==> src/rtl/egress_arbiter.sv <==
// egress_arbiter: packet-granular round-robin arbiter that moves whole packets
// from three non-showahead ingress FIFOs into the output buffer write port.
// One word is in flight at a time: POP issues the read, WRITE stores the word.
// Every output is registered; the combinational process computes next values.
module egress_arbiter #(
    parameter int DATA_W  = 32,
    parameter int ADDR_W  = 12,
    parameter int LEN_W   = 8,
    parameter int TIMEOUT = 16
) (
    input  logic              clk,
    input  logic              reset,
    input  logic              enable,
    input  logic [2:0]        fifo_empty,
    input  logic [DATA_W-1:0] fifo_q0,
    input  logic [DATA_W-1:0] fifo_q1,
    input  logic [DATA_W-1:0] fifo_q2,
    input  logic              out_full,
    output logic [2:0]        fifo_rd,
    output logic              out_wr,
    output logic [ADDR_W-1:0] out_addr,
    output logic [DATA_W-1:0] out_data,
    output logic [2:0]        grant,
    output logic              busy,
    output logic              pkt_done,
    output logic              err
);

    // Stall counter value at which the next blocked POP cycle aborts the packet.
    localparam logic [7:0] STALL_LAST = 8'(TIMEOUT - 1);

    typedef enum logic [1:0] {
        IDLE  = 2'd0,
        POP   = 2'd1,
        WRITE = 2'd2
    } state_t;

    state_t              state;
    state_t              state_nxt;
    logic [1:0]          owner;
    logic [1:0]          owner_nxt;
    logic [1:0]          rr_ptr;
    logic [1:0]          rr_nxt;
    logic [ADDR_W-1:0]   wr_ptr;
    logic [ADDR_W-1:0]   wr_ptr_nxt;
    logic [LEN_W-1:0]    remaining;
    logic [LEN_W-1:0]    remaining_nxt;
    logic                hdr_pending;
    logic                hdr_pending_nxt;
    logic [7:0]          stall_cnt;
    logic [7:0]          stall_nxt;

    logic [2:0]          grant_nxt;
    logic [2:0]          fifo_rd_nxt;
    logic                busy_nxt;
    logic                out_wr_nxt;
    logic [ADDR_W-1:0]   out_addr_nxt;
    logic [DATA_W-1:0]   out_data_nxt;
    logic                pkt_done_nxt;
    logic                err_nxt;

    logic [DATA_W-1:0]   owner_q;
    logic                last_word;

    // Successor of an input index in the fixed ring 0 -> 1 -> 2 -> 0.
    function automatic logic [1:0] inc3(input logic [1:0] idx);
        return (idx == 2'd2) ? 2'd0 : idx + 2'd1;
    endfunction

    // First requesting input, scanning start, start+1, start+2 (mod 3).
    function automatic logic [1:0] rr_pick(input logic [1:0] start, input logic [2:0] req);
        logic [1:0] cand;
        logic [1:0] pick;
        logic       found;
        cand  = start;
        pick  = start;
        found = 1'b0;
        for (int k = 0; k < 3; k++) begin
            if (!found && req[cand]) begin
                pick  = cand;
                found = 1'b1;
            end
            cand = inc3(cand);
        end
        return pick;
    endfunction

    // Read data of the current owner.
    always_comb begin
        owner_q = fifo_q2;
        case (owner)
            2'd0:    owner_q = fifo_q0;
            2'd1:    owner_q = fifo_q1;
            default: owner_q = fifo_q2;
        endcase
    end

    // Last-word detection: header with zero length, or payload with one word left.
    always_comb begin
        last_word = hdr_pending ? (owner_q[LEN_W-1:0] == '0) : (remaining == {{(LEN_W-1){1'b0}}, 1'b1});
    end

    // Next-state and next-output logic; pulse outputs default low every cycle.
    always_comb begin
        state_nxt       = state;
        owner_nxt       = owner;
        rr_nxt          = rr_ptr;
        wr_ptr_nxt      = wr_ptr;
        remaining_nxt   = remaining;
        hdr_pending_nxt = hdr_pending;
        stall_nxt       = stall_cnt;
        grant_nxt       = grant;
        busy_nxt        = busy;
        fifo_rd_nxt     = 3'b000;
        out_wr_nxt      = 1'b0;
        out_addr_nxt    = out_addr;
        out_data_nxt    = out_data;
        pkt_done_nxt    = 1'b0;
        err_nxt         = 1'b0;

        case (state)
            IDLE: begin
                if (enable && (fifo_empty != 3'b111)) begin
                    owner_nxt       = rr_pick(rr_ptr, ~fifo_empty);
                    grant_nxt       = 3'b001 << rr_pick(rr_ptr, ~fifo_empty);
                    busy_nxt        = 1'b1;
                    hdr_pending_nxt = 1'b1;
                    stall_nxt       = 8'd0;
                    state_nxt       = POP;
                end
            end

            POP: begin
                if (!fifo_empty[owner] && !out_full) begin
                    fifo_rd_nxt = grant;
                    stall_nxt   = 8'd0;
                    state_nxt   = WRITE;
                end else if (fifo_empty[owner]) begin
                    // Starved mid-packet: count, and give up after TIMEOUT cycles.
                    if (stall_cnt == STALL_LAST) begin
                        err_nxt   = 1'b1;
                        rr_nxt    = inc3(owner);
                        grant_nxt = 3'b000;
                        busy_nxt  = 1'b0;
                        stall_nxt = 8'd0;
                        state_nxt = IDLE;
                    end else begin
                        stall_nxt = stall_cnt + 8'd1;
                    end
                end
                // Blocked only by out_full: hold everything, including stall_cnt.
            end

            WRITE: begin
                out_wr_nxt   = 1'b1;
                out_data_nxt = owner_q;
                out_addr_nxt = wr_ptr;
                wr_ptr_nxt   = wr_ptr + 1'b1;
                if (hdr_pending) begin
                    remaining_nxt   = owner_q[LEN_W-1:0];
                    hdr_pending_nxt = 1'b0;
                end else begin
                    remaining_nxt = remaining - 1'b1;
                end
                if (last_word) begin
                    pkt_done_nxt = 1'b1;
                    rr_nxt       = inc3(owner);
                    grant_nxt    = 3'b000;
                    busy_nxt     = 1'b0;
                    state_nxt    = IDLE;
                end else begin
                    state_nxt = POP;
                end
            end

            default: begin
                grant_nxt = 3'b000;
                busy_nxt  = 1'b0;
                state_nxt = IDLE;
            end
        endcase
    end

    // State and output registers with synchronous active-high reset.
    always_ff @(posedge clk) begin
        if (reset) begin
            state       <= IDLE;
            owner       <= 2'd0;
            rr_ptr      <= 2'd0;
            wr_ptr      <= '0;
            remaining   <= '0;
            hdr_pending <= 1'b0;
            stall_cnt   <= 8'd0;
            grant       <= 3'b000;
            busy        <= 1'b0;
            fifo_rd     <= 3'b000;
            out_wr      <= 1'b0;
            out_addr    <= '0;
            out_data    <= '0;
            pkt_done    <= 1'b0;
            err         <= 1'b0;
        end else begin
            state       <= state_nxt;
            owner       <= owner_nxt;
            rr_ptr      <= rr_nxt;
            wr_ptr      <= wr_ptr_nxt;
            remaining   <= remaining_nxt;
            hdr_pending <= hdr_pending_nxt;
            stall_cnt   <= stall_nxt;
            grant       <= grant_nxt;
            busy        <= busy_nxt;
            fifo_rd     <= fifo_rd_nxt;
            out_wr      <= out_wr_nxt;
            out_addr    <= out_addr_nxt;
            out_data    <= out_data_nxt;
            pkt_done    <= pkt_done_nxt;
            err         <= err_nxt;
        end
    end

endmodule

==> config.mk <==
export PLATFORM = sky130hd
export DESIGN_NAME = egress_arbiter
export DESIGN_NICKNAME = d
export VERILOG_FILES = /design/src/rtl/egress_arbiter.sv
export SDC_FILE = /design/constraint.sdc
export NUM_CORES = 1
export LEC_CHECK = 0
export BUFFER_PORTS_ARGS = -buffer_cell sky130_fd_sc_hd__buf_2
export CORE_MARGIN = 2
export CORE_UTILIZATION = 30
export DETAILED_ROUTE_END_ITERATION = 10
export GPL_ROUTABILITY_DRIVEN = 1
export HOLD_SLACK_MARGIN = 0.03
export MAX_ROUTING_LAYER = met4
export SLEW_MARGIN = 20
export SYNTH_ARGS = -nofsm -noshare
export SYNTH_HDL_FRONTEND = slang
export SYNTH_SLANG_ARGS = --single-unit
==> constraint.sdc <==
create_clock -name clk -period 4.02 [get_ports clk]
set_input_delay 0.804 -clock clk [delete_from_list [all_inputs] [get_ports clk]]
set_output_delay 0.804 -clock clk [all_outputs]
set_load 0.02 [all_outputs]
# Yosys cells after proc, flatten, opt, wreduce, memory -nomap -nowiden
# Cells that the tools add are included.
# Widths: inputs -> output; s select.
# word_totals
register_bits	89
latch_bits	0
ramBits	0
mem_bits_ro	0
memories	0
# op_classes
n_addsub	6
n_mul	0
n_div	0
order_cmp	4
eq_ne	16
n_shift	1
mux	56
n_bitwise	5
n_reduce_logical	23
# ops
op	n
$pmux 32 s2	1
$mux 8	5
$mux 2	15
$mux 1	20
$pmux 8 s2	1
$mux 3	5
$add 12x1->12 const B	1
$lt 2x3->1 const B	4
$ne 2x2->1 const B	5
$reduce_and 5->1	2
$ne 3x3->1 const B	3
$pmux 3 s3	1
$add 8x1->8 const B	1
$bmux 1 s2	4
$eq 2x2->1 const B	4
$eq 8x1->1 const B	1
$eq 8x4->1 const B	1
$logic_not 8->1	1
$sub 8x1->8 const B	1
$add 2x1->2 const B	3
$pmux 2 s3	1
$reduce_and 3->1	2
$reduce_bool 2->1	3
$eq 2x1->1 const B	2
other kinds (13)	24

# Logic depth before layout (Yosys ltp)
# logic_depth
depth_word	19
ltp_mapped	8
ltp_nobuf	6

# Worst setup path before layout
# OpenSTA, ideal clock, no wires.
# synth_path
kind	in2reg
startpoint	in fifo_q1[2]
endpoint	reg rr_ptr[0]
t_arrival_ps	1991
path_slack_ps	1938
path_stages	5
n_path_buf	0
path_cell_list	mux2i_1 -> o21ai_0 -> or4_4 -> or2_1 -> a311oi_1
# synth_between
elab_chain_cells	5
# synth_lines
element	line_no	source
from (decl)	16	input logic [DATA_W-1:0] fifo_q1,
$pmux 32 s2	91	case (owner)
$logic_not 8->1	100	last_word = hdr_pending ? (owner_q[LEN_W-1:0] == '0) : (remaining == {{(LEN_W-1){1'b0}}, 1'b1});
$mux 1	100	
$ne 2x2->1 (no source line)	--	
$reduce_and 5->1 (no source line)	--	
to (signal assigned)	205	rr_ptr <= rr_nxt;
to (decl)	42	logic [1:0] rr_ptr;
# No other way between the ends.
# A chain may end at the register's enable or synchronous reset.

# Worst setup path after layout
# layout_path
startpoint	reg owner[0]
endpoint	reg grant[1]
# layout_between
elab_chain_cells	6
# layout_lines
element	line_no	source
from (decl)	40	logic [1:0] owner;
from (signal assigned)	204	owner <= owner_nxt;
$eq 2x1->1, or another cell as far along	91	
$pmux 32 s2 or $mux 1 (tied branches)	91, 134, 138	
$logic_not 8->1 or $logic_not 1->1 (tied branches)	100, 134	
$mux 1 or $logic_and 1x1->1 (tied branches)	100, 134	
$ne 2x2->1 (no source line)	--	
$reduce_and 5->1 (no source line) *	--	
to (signal assigned)	210	grant <= grant_nxt;
to (decl)	23	output logic [2:0] grant,
# Mark *: on every way between the ends. The rest lies on a longest branch, timed or not. The select of a mux whose other input is x is not followed.

==> metrics.csv <==
stage;metric;value;unit
power;Seq pwr share;44.6;%
synthesis;Synth Instances;560;
clocking;Inserted Clock Buffers;9;
final_layout;Layout area overhead;27.5;%
sta;setup TNS;0;ns
clocking;CTS tree;built;
synthesis;asr flop ratio synth;0;%
final_layout;Final Cell Area;5650;µm²
final_layout;share of layout cells above drive strength 1;26.9;%
power;Switch Pwr;569;µW
clocking;CTS sink count;89;
synthesis;Synth Flop Type;dfxtp_1;
critical_path;Reg2Reg Setup Slack;1.39;ns
route;DRT Pass-1 Iters;4;
final_layout;commonest non-fill, non-tap cell in the layout;buf_2;
critical_path;slowest stage delay, CP;0.49;ns
sta;max frequency;380;MHz
route;Routed WL;12400;µm
clocking;Clock transition at path regs;0.07;ns
sta;setup ws final;1.39;ns
route;initial DRC count;243;
power;cell internal pwr;1.51;mW
power;total power divided by cell area;368;nW/µm²
final_layout;n_diodes;0;
synthesis;cell area after synthesis;4430;µm²
die;I/O Pins;157;
synthesis;Yosys reg bits;89;
critical_path;CP Launch Type;flip-flop;
final_layout;fin nets;804;
critical_path;slowest cell on the critical path;dfxtp_2;
power;clock share of power;40.9;%
sta;RSZ-0062 raised after global routing;no;
route;drc violations;0;
flow_run;Max-Cap Viols;0;
placed_design;pre-CTS setup slack;1.45;ns
sta;Hold WS;0.451;ns
clocking;Max clock buf depth;2;
final_layout;commonest cells after routing, fill and taps aside;156 x buf_2, 113 x nand2_1, 88 x dfxtp_1;
sta;final hold violation count;0;
global_routing;largest net degree at the start of global routing;54;
power;Leakage;2.31;nW
global_routing;first-pass GRT wire length;20300;µm
clocking;Post-CTS Hold Fix Bufs;0;
placed_design;PortBufs;156;
critical_path;arrival time of the worst setup path;2.83;ns
global_routing;GR Util All Layers;16.1;%
status;outcome;completed;
die;Die ar.;15800;µm²
clocking;setup bufs post-CTS;0;
min_path;Worst Hold Class;flip-flop to flip-flop;
critical_path;crit-path max FO;27;
synthesis;Avg Cell Area, Syn;7.91;µm²
synthesis;number of synthesized flops with an enable pin;0;
sta;Final Skew;0.00685;ns
global_routing;antenna violations before repair;0;
synthesis;number of library cell types mapped by synthesis;54;
placed_design;Placer Congestion;0.825;
power;combinational fraction of design power;14.5;%
global_routing;Congestion Overflow GR;0;
die;core area;14500;µm²
sta;worst-margin pin slew;0.809;ns
sta;endpoints failing setup;0;
power;sw frac;27.3;%
final_layout;final core occ;39.0;%
placed_design;Detail Placement HPWL;8980;µm
clocking;CTS Root Cell;clkbuf_16;
clocking;post-CTS sizing;0;
critical_path;Critical Path Sink Type;flip-flop;
synthesis;syn_nets;667;
die;Die Y;126;µm
power;VDD IR-drop max;0.000229;V
synthesis;Synth Warn #;0;
global_routing;vias in the first global route;4065;
synthesis;sequential area share after synthesis;40.2;%
sta;post-layout min period;2.63;ns
route;post-route ant nets;0;
route;via count;4414;
critical_path;Worst Setup Path Type;flip-flop to flip-flop;
critical_path;CP required;4.22;ns
die;Starting Density;30.6;%
route;DR WL/cell;14.0;µm
die;row cnt;44;
route;mean number of vias per cell;4.98;
die;Die X;126;µm
placed_design;placed cell area;5350;µm²
sta;max-slew violation count;0;
clocking;clk_lat worst skew;0.33;ns
critical_path;crit-path cells;buf_4 > mux2_2 > mux2i_1 > nand4_1 > o21ai_1 > o211ai_1;
sta;final cycle utilization of the critical path;65.4;%
clocking;H-tree lvl count;3;
sta;Max-Slew Margin vs Limit;46.1;%
[metrics by stage]
step,cells,power (mW)
2_1_floorplan,560,1.14
3_3_place_gp,870,1.25
3_5_place_dp,870,1.25
4_1_cts,886,2.11
5_1_grt,886,2.18
6_report,886,2.08
[power groups by stage]
stage | Clock (mW) | Combinational [mW] | Sequential [mW]
after floorplan | 0 | 0.195 | 0.944
after global placement | 0 | 0.302 | 0.948
after detailed placement | 0 | 0.302 | 0.948
after CTS | 0.876 | 0.303 | 0.928
after global routing | 0.910 | 0.339 | 0.932
final | 0.852 | 0.302 | 0.928
[cells by family after synthesis]
group	count (synthesis)	share of synthesized area (%)
AND/OR/NAND/NOR	221	22.4
adder cells (fa/ha/maj)	4	1.13
AO/OA/AOI/OAI	149	20.9
buffers and inverters	47	4.29
flip-flops	89	40.2
XOR/XNOR	14	2.77
multiplexers	36	8.22
[worst max-delay path, delay by kind of cell (launching register included)]
kind                   cells  cell delay (ns)
multiplexers               2             0.68
buffers and inverters      1             0.47
AND/OR/NAND/NOR            1             0.27
flip-flops                 1             0.49
AO/OA/AOI/OAI              2             0.58
[area by class of cell]
class	count	area [µm²]
Fill cell	1528	8830
Multi-Input combinational cell	424	2470
Sequential cell	89	1780
Timing Repair Buffer	162	826
Tap cell	184	230
Clock buffer	9	225
Clock inverter	7	76.3
Inverter	11	41.3
[worst paths after layout]
check | end | depth (start not counted) | start
max | grant[1] | 6 | owner[0]
min | out_data[11] | 2 | out_data[11]
max reg2reg | grant[1] | 6 | owner[0]
min reg2reg | out_data[11] | 2 | out_data[11]
[layer usage]
metal	routed length [µm]	part of all wire, %	track usage, %
met3	734	5.9	3.51
met1	5860	47	20.7
met4	131	1.1	3.40
met2	5660	46	25.9
met5	0	0	-
[Yosys cell counts, types with 2 or more instances]
cell type  count  area [µm²]
or3_1          5        31.3
a21o_1         2        15.0
o22ai_1        3        18.8
ha_1           4        50.1
and4_1         4        35.0
nor4b_1        2        17.5
xor2_1         8        70.1
nor3_1         8        40.0
o21ai_1        2        10.0
a211oi_1       3        22.5
o21a_1         3        22.5
a311oi_1       5        43.8
buf_1          3        11.3
dfxtp_1       89        1780
o21ai_0       20         100
nor2_1        42         158
a21oi_1       62         310
a22oi_1        5        37.5
nand3b_1       2        15.0
nor2b_1        2        12.5
mux2_2         3        33.8
a32o_1         2        20.0
mux2i_1       33         330
and3_1         5        31.3
a31oi_1        4        25.0
o211ai_1      28         210
nand4_1        6        37.5
nand2_1      113         424
xnor2_1        6        52.6
nor4_1         6        37.5
inv_1          9        33.8
clkbuf_1      27         101
buf_2          5        25.0
and2_1         6        37.5
nand3_1       14        70.1
[state kept, by name, indices dropped and copies added (netlist names)]
name	count
remaining	8
out_data	32
stall_cnt	8
wr_ptr	12
err	1
rr_ptr	2
fifo_rd	3
hdr_pending	1
out_wr	1
owner	2
grant	3
out_addr	12
state	2
busy	1
pkt_done	1
(Power assumes the default switching activity.)
